<file path="config.mk">
export PLATFORM = sky130hd
export DESIGN_NAME = mastermind_round_ctrl_flat
export DESIGN_NICKNAME = d
export VERILOG_FILES = /design/src/rtl/mastermind_pkg.sv /design/src/rtl/mastermind_round_ctrl_if.sv /design/src/rtl/round_counter.sv /design/src/rtl/mastermind_round_ctrl.sv /design/src/flat_wrapper.sv
export SDC_FILE = /design/constraint.sdc
export NUM_CORES = 1
export LEC_CHECK = 0
export CAP_MARGIN = 25
export CORE_MARGIN = 2
export CORE_UTILIZATION = 45
export CTS_BUF_LIST = sky130_fd_sc_hd__clkbuf_2 sky130_fd_sc_hd__clkbuf_4 sky130_fd_sc_hd__clkbuf_8
export DETAILED_ROUTE_END_ITERATION = 8
export HOLD_SLACK_MARGIN = 0.15
export PLACE_DENSITY_LB_ADDON = 0.05
export SLEW_MARGIN = 20
export SYNTH_ARGS = -nofsm -noshare
export SYNTH_HDL_FRONTEND = slang
export SYNTH_SLANG_ARGS = --single-unit
</file>
<file path="constraint.sdc">
create_clock -name clock -period 2.12 [get_ports clock]
set_input_delay 0.212 -clock clock [delete_from_list [all_inputs] [get_ports clock]]
set_output_delay 0.212 -clock clock [all_outputs]
set_load 0.03 [all_outputs]
</file>
<file path="src/rtl/mastermind_pkg.sv">
// Shared types and defaults for the Mastermind round controller.
// Latency: n/a (declarations only).
// Backpressure: n/a.
package mastermind_pkg;

  typedef enum logic [1:0] {
    WAITING  = 2'd0,
    GUESSING = 2'd1,
    GRADING  = 2'd2,
    DONE     = 2'd3
  } round_state_t;

  localparam int DEFAULT_NUM_ROUNDS = 8;

endpackage

</file>
<file path="src/rtl/mastermind_round_ctrl_if.sv">
// Game-control bus between debounce logic, the round controller and the datapath.
// Latency: n/a (wires only).
// Backpressure: none; grader result is a single-cycle valid pulse.
interface mastermind_round_ctrl_if #(
  parameter int NUM_ROUNDS = mastermind_pkg::DEFAULT_NUM_ROUNDS
) ();
  localparam int ROUND_W = $clog2(NUM_ROUNDS + 1);

  logic               start_game;
  logic               grade_it;
  logic               grade_valid;
  logic               grade_match;
  logic               practice;
  logic               abort;
  logic               c_clear;
  logic               c_en;
  logic               f_load;
  logic               f_clear;
  logic [ROUND_W-1:0] round_cnt;
  logic               busy;
  logic               won;
  logic               lost;

  // Drives user/grader events and observes controller outputs.
  modport master (
    output start_game, grade_it, grade_valid, grade_match, practice, abort,
    input  c_clear, c_en, f_load, f_clear, round_cnt, busy, won, lost
  );

  // The round controller itself.
  modport slave (
    input  start_game, grade_it, grade_valid, grade_match, practice, abort,
    output c_clear, c_en, f_load, f_clear, round_cnt, busy, won, lost
  );
endinterface

</file>
<file path="src/rtl/round_counter.sv">
// Saturating guess counter with synchronous clear and enable.
// Latency: count updates on the edge after clr/en.
// Backpressure: none; saturates at all-ones instead of wrapping.
module round_counter #(
  parameter int ROUND_W = 4
) (
  input  logic               clock,
  input  logic               reset,
  input  logic               clr,
  input  logic               en,
  output logic [ROUND_W-1:0] cnt
);

  logic [ROUND_W-1:0] cnt_q;
  logic [ROUND_W-1:0] cnt_d;

  // Next count: clear wins, otherwise increment unless already saturated.
  always_comb begin
    cnt_d = cnt_q;
    if (clr) begin
      cnt_d = '0;
    end else if (en && (cnt_q != {ROUND_W{1'b1}})) begin
      cnt_d = cnt_q + 1'b1;
    end
  end

  // Count register.
  always_ff @(posedge clock) begin
    if (reset) begin
      cnt_q <= '0;
    end else begin
      cnt_q <= cnt_d;
    end
  end

  assign cnt = cnt_q;

endmodule

</file>
<file path="src/rtl/mastermind_round_ctrl.sv">
// Sequences a Mastermind game: start, guess entry, grading handshake, win/loss.
// Latency: strobes are Mealy (same cycle); state/round_cnt/won/lost update next edge.
// Backpressure: waits in GRADING indefinitely for the grader's valid pulse.
module mastermind_round_ctrl
  import mastermind_pkg::*;
#(
  parameter int NUM_ROUNDS = DEFAULT_NUM_ROUNDS,
  localparam int ROUND_W   = $clog2(NUM_ROUNDS + 1)
) (
  input  logic             clock,
  input  logic             reset,
  mastermind_round_ctrl_if.slave bus
);

  if (NUM_ROUNDS < 1) begin : g_bad_num_rounds
    $error("mastermind_round_ctrl: NUM_ROUNDS must be >= 1");
  end

  localparam logic [1:0] S_WAITING  = 2'(WAITING);
  localparam logic [1:0] S_GUESSING = 2'(GUESSING);
  localparam logic [1:0] S_GRADING  = 2'(GRADING);
  localparam logic [1:0] S_DONE     = 2'(DONE);

  logic [1:0]         state_q, state_d;
  logic               won_q, won_d;
  logic               lost_q, lost_d;
  logic               practice_q, practice_d;
  logic               c_clear, c_en, f_load, f_clear;
  logic               cnt_clr;
  logic [ROUND_W-1:0] round_cnt;

  round_counter #(.ROUND_W(ROUND_W)) u_round_counter (
    .clock (clock),
    .reset (reset),
    .clr   (cnt_clr),
    .en    (c_en),
    .cnt   (round_cnt)
  );

  // Next-state and Mealy strobe decode; abort outranks every other event.
  always_comb begin
    state_d    = state_q;
    won_d      = won_q;
    lost_d     = lost_q;
    practice_d = practice_q;
    c_clear    = 1'b0;
    c_en       = 1'b0;
    f_load     = 1'b0;
    f_clear    = 1'b0;
    cnt_clr    = 1'b0;
    case (state_q)
      S_WAITING, S_DONE: begin
        if ((state_q == S_DONE) && bus.abort) begin
          state_d = S_WAITING;
          f_clear = 1'b1;
          won_d   = 1'b0;
          lost_d  = 1'b0;
          cnt_clr = 1'b1;
        end else if (bus.start_game) begin
          // New game: results and counter cleared, practice mode latched.
          state_d    = S_GUESSING;
          c_clear    = 1'b1;
          cnt_clr    = 1'b1;
          practice_d = bus.practice;
          won_d      = 1'b0;
          lost_d     = 1'b0;
        end
      end
      S_GUESSING: begin
        if (bus.abort) begin
          state_d = S_WAITING;
          f_clear = 1'b1;
          won_d   = 1'b0;
          lost_d  = 1'b0;
          cnt_clr = 1'b1;
        end else if (bus.grade_it) begin
          state_d = S_GRADING;
          c_en    = 1'b1;
          f_load  = 1'b1;
        end
      end
      S_GRADING: begin
        if (bus.abort) begin
          state_d = S_WAITING;
          f_clear = 1'b1;
          won_d   = 1'b0;
          lost_d  = 1'b0;
          cnt_clr = 1'b1;
        end else if (bus.grade_valid) begin
          if (bus.grade_match) begin
            state_d = S_DONE;
            won_d   = 1'b1;
            f_clear = 1'b1;
          end else if (!practice_q && (round_cnt == ROUND_W'(NUM_ROUNDS))) begin
            state_d = S_DONE;
            lost_d  = 1'b1;
            f_clear = 1'b1;
          end else begin
            state_d = S_GUESSING;
          end
        end
      end
      default: begin
        state_d = S_WAITING;
      end
    endcase
  end

  // State and sticky result registers.
  always_ff @(posedge clock) begin
    if (reset) begin
      state_q    <= S_WAITING;
      won_q      <= 1'b0;
      lost_q     <= 1'b0;
      practice_q <= 1'b0;
    end else begin
      state_q    <= state_d;
      won_q      <= won_d;
      lost_q     <= lost_d;
      practice_q <= practice_d;
    end
  end

  assign bus.c_clear   = c_clear;
  assign bus.c_en      = c_en;
  assign bus.f_load    = f_load;
  assign bus.f_clear   = f_clear;
  assign bus.round_cnt = round_cnt;
  assign bus.busy      = (state_q == S_GUESSING) || (state_q == S_GRADING);
  assign bus.won       = won_q;
  assign bus.lost      = lost_q;

endmodule

</file>
<file path="src/flat_wrapper.sv">
// flat-port wrapper written by rule: the top's interface ports become plain ports
module mastermind_round_ctrl_flat import mastermind_pkg::*;
#(
  parameter int NUM_ROUNDS = DEFAULT_NUM_ROUNDS,
  localparam int ROUND_W   = $clog2(NUM_ROUNDS + 1)
)
  (clock, reset, bus_start_game, bus_grade_it, bus_grade_valid, bus_grade_match, bus_practice, bus_abort, bus_c_clear, bus_c_en, bus_f_load, bus_f_clear, bus_round_cnt, bus_busy, bus_won, bus_lost);
  mastermind_round_ctrl_if #(.NUM_ROUNDS(NUM_ROUNDS)) bus_i ();
  input  logic clock;
  input  logic reset;
  input wire logic [$bits(bus_i.start_game)-1:0] bus_start_game;
  input wire logic [$bits(bus_i.grade_it)-1:0] bus_grade_it;
  input wire logic [$bits(bus_i.grade_valid)-1:0] bus_grade_valid;
  input wire logic [$bits(bus_i.grade_match)-1:0] bus_grade_match;
  input wire logic [$bits(bus_i.practice)-1:0] bus_practice;
  input wire logic [$bits(bus_i.abort)-1:0] bus_abort;
  output wire logic [$bits(bus_i.c_clear)-1:0] bus_c_clear;
  output wire logic [$bits(bus_i.c_en)-1:0] bus_c_en;
  output wire logic [$bits(bus_i.f_load)-1:0] bus_f_load;
  output wire logic [$bits(bus_i.f_clear)-1:0] bus_f_clear;
  output wire logic [$bits(bus_i.round_cnt)-1:0] bus_round_cnt;
  output wire logic [$bits(bus_i.busy)-1:0] bus_busy;
  output wire logic [$bits(bus_i.won)-1:0] bus_won;
  output wire logic [$bits(bus_i.lost)-1:0] bus_lost;
  assign bus_i.start_game = bus_start_game;
  assign bus_i.grade_it = bus_grade_it;
  assign bus_i.grade_valid = bus_grade_valid;
  assign bus_i.grade_match = bus_grade_match;
  assign bus_i.practice = bus_practice;
  assign bus_i.abort = bus_abort;
  assign bus_c_clear = bus_i.c_clear;
  assign bus_c_en = bus_i.c_en;
  assign bus_f_load = bus_i.f_load;
  assign bus_f_clear = bus_i.f_clear;
  assign bus_round_cnt = bus_i.round_cnt;
  assign bus_busy = bus_i.busy;
  assign bus_won = bus_i.won;
  assign bus_lost = bus_i.lost;
  mastermind_round_ctrl #(.NUM_ROUNDS(NUM_ROUNDS)) u_core (.clock(clock), .reset(reset), .bus(bus_i));
endmodule
</file>
==> impl_results.md, run 1 <==
* Area of the die at 1650 um^2
* Clock sinks at 9
* Clock skew at 0.614 ps
* Count of distinct cell types in the synthesized netlist at 33
* Synth top area share at 29.8%
* Power Dens Cells at 577 nW/um^2
* DRT antenna net count at 0
* I/O pin cnt at 19
* TritonRoute pass-1 iters at 2
* Worst min path class: reg2reg
* Remaining Overflow, GRT at 0
* Port Buffer Count at 18
* Outcome: finished, final reports clean
* Max Slew Vio Count at 0
* Die Ht at 40.6 um
* Net count after synthesis at 86
* Count leader, synth: nor2_1
* Setup Viol. Count Final at 0
* Synth top area cells: dfxtp_1 (30%), ha_1 (10%), nor2_1 (6.2%), nor2b_4 (4.6%), a21oi_1 (4.1%)
* Number of synthesized flops with an enable pin at 0
* Pin count of the biggest net entering global routing at 9
* Filler cells at 126
* Endpoint class of the critical path: primary output
* Final worst slack at 64.3 ps
* Async SR Flop Fraction at 0%
* Final setup TNS at 0 ps
* Dpl cells at 107
* Synth cell count leaders: nor2_1 (10), dfxtp_1 (9), a21oi_1 (5), ha_1 (5), nand2_1 (5)
* Iter 0 DRT Violations at 5
* Top cell type by total area after synthesis: dfxtp_1
* Final hold violation count at 0
* DP HPWL at 1.02 mm
* RSZ-0062 raised after global routing: no
* Crit path time final at 2060 ps
* Vias after detailed routing at 578
* Crit path arrival time at 1840 ps
* Peak supply drop at 437 uV
* Yosys warnings at 0
* Num rows at 13
* Cts bufs inserted at 3
* Pwr Total at 0.496 mW
* Syn Std Cell Area at 604 um^2
* Initial Utilization at 47.0%
* #FFs+latches synth at 9
* Clock Tree Root: clkbuf_4
* Max-cap viol count at 0
* Seq/Total Area, Yosys at 29.8%
* Worst skew pair latency at 250 ps
* Initial antenna violation count at 0
* Highest clock rate at 486 MHz
* Final worst path period share at 97.0%
* Post-route design area at 860 um^2
* DRC Markers at 0
* Layout cells sized above 1 at 16.7%
* Global-route wire length before repair at 1.89 mm
* Synth Area per Inst at 8.28 um^2
* Slew headroom at 72.8%
* Drt total wl at 1.31 mm
* Worst slew pin tran at 398 ps
* Pre-CTS setup slack at 150 ps
* Synth-to-Final Area Change at 42.2%
* Vias per Instance at 5.21
* Cell Count, Final, Fillers Out at 111
* Core ar. at 1280 um^2
* Routed len/inst at 11.8 um
* Placed inst area at 811 um^2
* LEAKAGE at 0.393 nW
* Routability Congestion at 0.820
* Startpoint types: flop
* H-tree lvl count at 1
* Inserted Diodes at 0
* CTS tree: built
* Post-CTS Setup Inserts at 0
* Die Width at 40.6 um
* Storage cell area at 181 um^2
* Clock-pin slew on the worst setup and hold paths at 60 ps
* Crit-path max FO at 8
* Synth Flop Type: dfxtp_1
* Worst EP required at 1910 ps
* Post-synthesis cell count at 73
* Post-layout net count at 110
* Vias in the first global route at 475
* Multi-input combinational cell area at 399 um^2
* GRT Total Usage at 17.7%
* Clock Path Buffers at 2
* CP Class: reg2out
-- layout make-up --
| cell class | count | share of cell area (%) |
|---|---|---|
| multi-input cells | 56 | 46.4 |
| repair buffers | 21 | 24.2 |
| flip-flops and latches | 9 | 21.1 |
| clock buffers | 4 | 3.49 |
| inverters | 6 | 2.62 |
| well taps | 15 | 2.18 |
-- where the power goes --
part / total [mW] / leakage, nW / internal (mW) / switching [mW]
clock network: 0.140 / 0.0184 / 0.0850 / 0.0546
registers: 0.184 / 0.0733 / 0.178 / 0.00564
logic: 0.172 / 0.301 / 0.0810 / 0.0912
-- metal layers --
metal | up-vias | GRT usage (%) | wire length [um]
li1 | 305 | - | -
met5 | - | 0 | 0
met4 | 0 | 7.50 | 6
met2 | 17 | 28.6 | 553
met3 | 2 | 5.98 | 92
met1 | 254 | 21.2 | 654
-- cell families after synthesis --
logic type	count (synthesis)	share of synthesized area, %
DFF	9	29.8
and+or+nand+nor	30	28.2
adders and majority gates	5	10.4
buffers and inverters	8	5.80
xor gates and xnor gates	3	4.35
muxes	2	3.52
AOI/OAI and AO/OA	16	18.0
-- state kept, by name, indices dropped and copies added, names as in the netlist --
register and flops:
u_core.bus.lost 1, u_core.state_q 2, u_core.u_round_counter.cnt 4, u_core.practice_q 1, u_core.bus.won 1
-- path summary, 6_finish.rpt --
path	cells past startpoint	start	slack [ps]	endpoint
max	5	u_core.state_q[0]	60	bus_busy
min	2	u_core.bus.lost	470	u_core.bus.lost
max reg2reg	6	u_core.state_q[1]	420	u_core.state_q[1]
min reg2reg	2	u_core.bus.lost	470	u_core.bus.lost
-- placed cells by master (no fill, tap or decap), types with 2 or more instances in the layout --
cell type        netlist  final
a21oi_1                5      5
dfxtp_1                9      8
nor2b_4                2      2
nor2_1                10     10
clkdlybuf4s50_1        0     14
buf_4                  1      4
ha_1                   5      5
and3_1                 2      2
nand2_1                5      5
o21ai_0                2      2
nand3_1                4      4
inv_1                  4      4
inv_2                  2      2
xor2_1                 2      2
clkbuf_4               0      4
dlymetal6s2s_1         0      3
-- repair_timing --
action                                  CTS  global route
endpoints found under the setup margin    0             5
resized for setup                         0             6
hold buffers                              0             0
-- metrics by stage --
stage	hold slack [ps]	util [%]
floorplan	284	-
global placement	446	63.1
detailed placement	461	63.1
CTS	477	65.4
global route	502	66.9
finish	468	66.9
-- critical path, cell delays in order (launching register included) --
cell	delay (ps)
dfxtp_2	340
inv_1	70
ha_1	300
buf_4	170
inv_2	60
clkdlybuf4s50_1	660
No activity file was read; power rests on OpenSTA's default activity.
==> inputs of run 2 (changes only) <==
Settings changed: CAP_MARGIN 25 to unset, CTS_BUF_LIST sky130_fd_sc_hd__clkbuf_2 sky130_fd_sc_hd__clkbuf_4 sky130_fd_sc_hd__clkbuf_8 to sky130_fd_sc_hd__clkbuf_8, PLACE_DENSITY set to 0.78, PLACE_DENSITY_LB_ADDON 0.05 to unset.
==> run 2 against run 1 <==
Against the previous run: combinational power is essentially flat; total power grew 9.8%; clock skew grew 2.3 ps; flip-flop and latch count is the same; final area grew 0.29%; utilization grew 0.19 points; via count grew 5.9%; critical path type unchanged; largest power group is now clock; wire length grew 7.7%; clock power grew 35%; register-to-register slack lost 30 ps; sequential share of layout area shrank 0.061 points; final cell count is the same; critical endpoint is now bus_f_clear.
==> impl_results.md, run 2 (synthesis gave the netlist of run 1 again) <==
* Most frequent CP cell: buf_4
* Worst-path cell chain: inv_1 > ha_1 > buf_4 > or3b_1 > a2bb2oi_1 > buf_4
* Filler cells at 115
* Routed len/inst at 12.7 um
* LEAKAGE at 0.388 nW
* DRT antenna net count at 0
* Clock Tree Root: clkbuf_8
* Post-layout net count at 110
* H-tree lvl count at 1
* Port Buffer Count at 18
* Crit path arrival time at 1810 ps
* Clock skew at 2.86 ps
* Most common cell after layout, fill and taps aside: clkdlybuf4s50_1
* Pint at 0.385 mW
* Storage cell area at 181 um^2
* Startpoint types: flop
* Clock power frac at 34.8%
* Cts bufs inserted at 3
* DP HPWL at 1.12 mm
* Synth-to-Final Area Change at 42.7%
* DRC Markers at 0
* Vias after detailed routing at 612
* Hold_buf cts at 0
* Largest register FFs at 4
* Multi-input combinational cell area at 389 um^2
* Worst skew pair latency at 230 ps
* Slew headroom at 65.6%
* Logic pwr share at 31.1%
* Final setup TNS at 0 ps
* Drt total wl at 1.41 mm
* Clock Path Buffers at 2
* Highest clock rate at 494 MHz
* Setup Viol. Count Final at 0
* Max Slew Vio Count at 0
* Crit path max-delay family: buffers and inverters
* Clock sinks at 9
* Worst Path Buf+Inv at 3
* Routability Congestion at 0.863
* Vias in the first global route at 511
* RSZ-0062 raised after global routing: no
* CTS tree: built
* Global-route wire length before repair at 2.08 mm
* Initial antenna violation count at 0
* Worst EP required at 1910 ps
* Slowest-stage cell, CP: or3b_1
* Sequential power share at 34.0%
* Pwr Total at 0.544 mW
* TritonRoute pass-1 iters at 4
* Area of the die at 1650 um^2
* Pin count of the biggest net entering global routing at 9
* Outcome: finished, final reports clean
* Worst path max stage delay at 370 ps
* Inserted Diodes at 0
* Iter 0 DRT Violations at 12
* Post-layout util at 67.1%
* CP Class: reg2out
* Initial Utilization at 47.0%
* Remaining Overflow, GRT at 0
* Die Width at 40.6 um
* Worst slew pin tran at 503 ps
* Final hold violation count at 0
* GRT Total Usage at 19.7%
* P_sw at 0.159 mW
* Net Sw Frac at 29.3%
* Layout cells sized above 1 at 13.5%
* Vias per Instance at 5.51
* Max-cap viol count at 0
* Num rows at 13
* Most frequent cells in the layout: clkdlybuf4s50_1 (15), nor2_1 (10), dfxtp_1 (8)
* Crit path time final at 2020 ps
* Core ar. at 1280 um^2
* I/O pin cnt at 19
* Power Dens Cells at 631 nW/um^2
* Die Ht at 40.6 um
* Worst min path class: reg2reg
* Clock-pin slew on the worst setup and hold paths at 40 ps
* Final worst path period share at 95.5%
* Crit-path max FO at 8
* Endpoint class of the critical path: primary output
* Peak supply drop at 632 uV
run 2: tightest hold or removal path: cells and delay by family, from the launching register on:
| kind | cells | cell delay (ps) |
|---|---|---|
| and+or+nand+nor | 1 | 70 |
| DFF | 1 | 330 |
| AOI/OAI and AO/OA | 1 | 40 |
run 2: final timing paths:
path,slack [ps],end,cells past startpoint,startpoint
max reg2reg,390,u_core.state_q[1],6,u_core.state_q[1]
min reg2reg,490,u_core.bus.won,2,u_core.bus.won
min,490,u_core.bus.won,2,u_core.bus.won
max,100,bus_f_clear,6,u_core.state_q[0]
run 2: cell type report:
| class | instances | area share [%] |
|---|---|---|
| sequential | 9 | 21.0 |
| clock buffer | 3 | 4.79 |
| clock inverter | 1 | 0.435 |
| inverter | 6 | 2.61 |
| tap | 15 | 2.18 |
| timing repair buffer | 21 | 23.8 |
| multi-input combinational | 56 | 45.1 |
run 2: metrics by stage:
stage	cells	hold WS, ps	worst slack [ps]	area (um^2)
after CTS	111	491	55.8	856
after detailed placement	107	480	161	811
after global placement	107	449	169	811
final	111	485	96.4	862
after global routing	111	512	21.6	862
after floorplan	73	284	201	604
run 2: per-layer routing:
| layer | track usage [%] | vias up | wire [um] |
|---|---|---|---|
| met1 | 24.0 | 288 | 638 |
| met5 | 0 | - | 0 |
| met2 | 31.7 | 20 | 658 |
| met4 | 7.50 | 0 | 12 |
| li1 | - | 302 | - |
| met3 | 6.52 | 2 | 97 |
run 2: timing repair:
item,in CTS,in global routing
setup endpoints to repair,0,3
setup buffers,0,0
resized for setup,0,3
run 2: power by group through the flow:
stage                     Sequential, mW  Clock (mW)  Combinational [mW]
after global routing               0.186       0.206               0.182
after CTS                          0.184       0.195               0.170
after detailed placement           0.187           0               0.170
after global placement             0.187           0               0.167
after floorplan                    0.190           0               0.103
final                              0.185       0.189               0.169
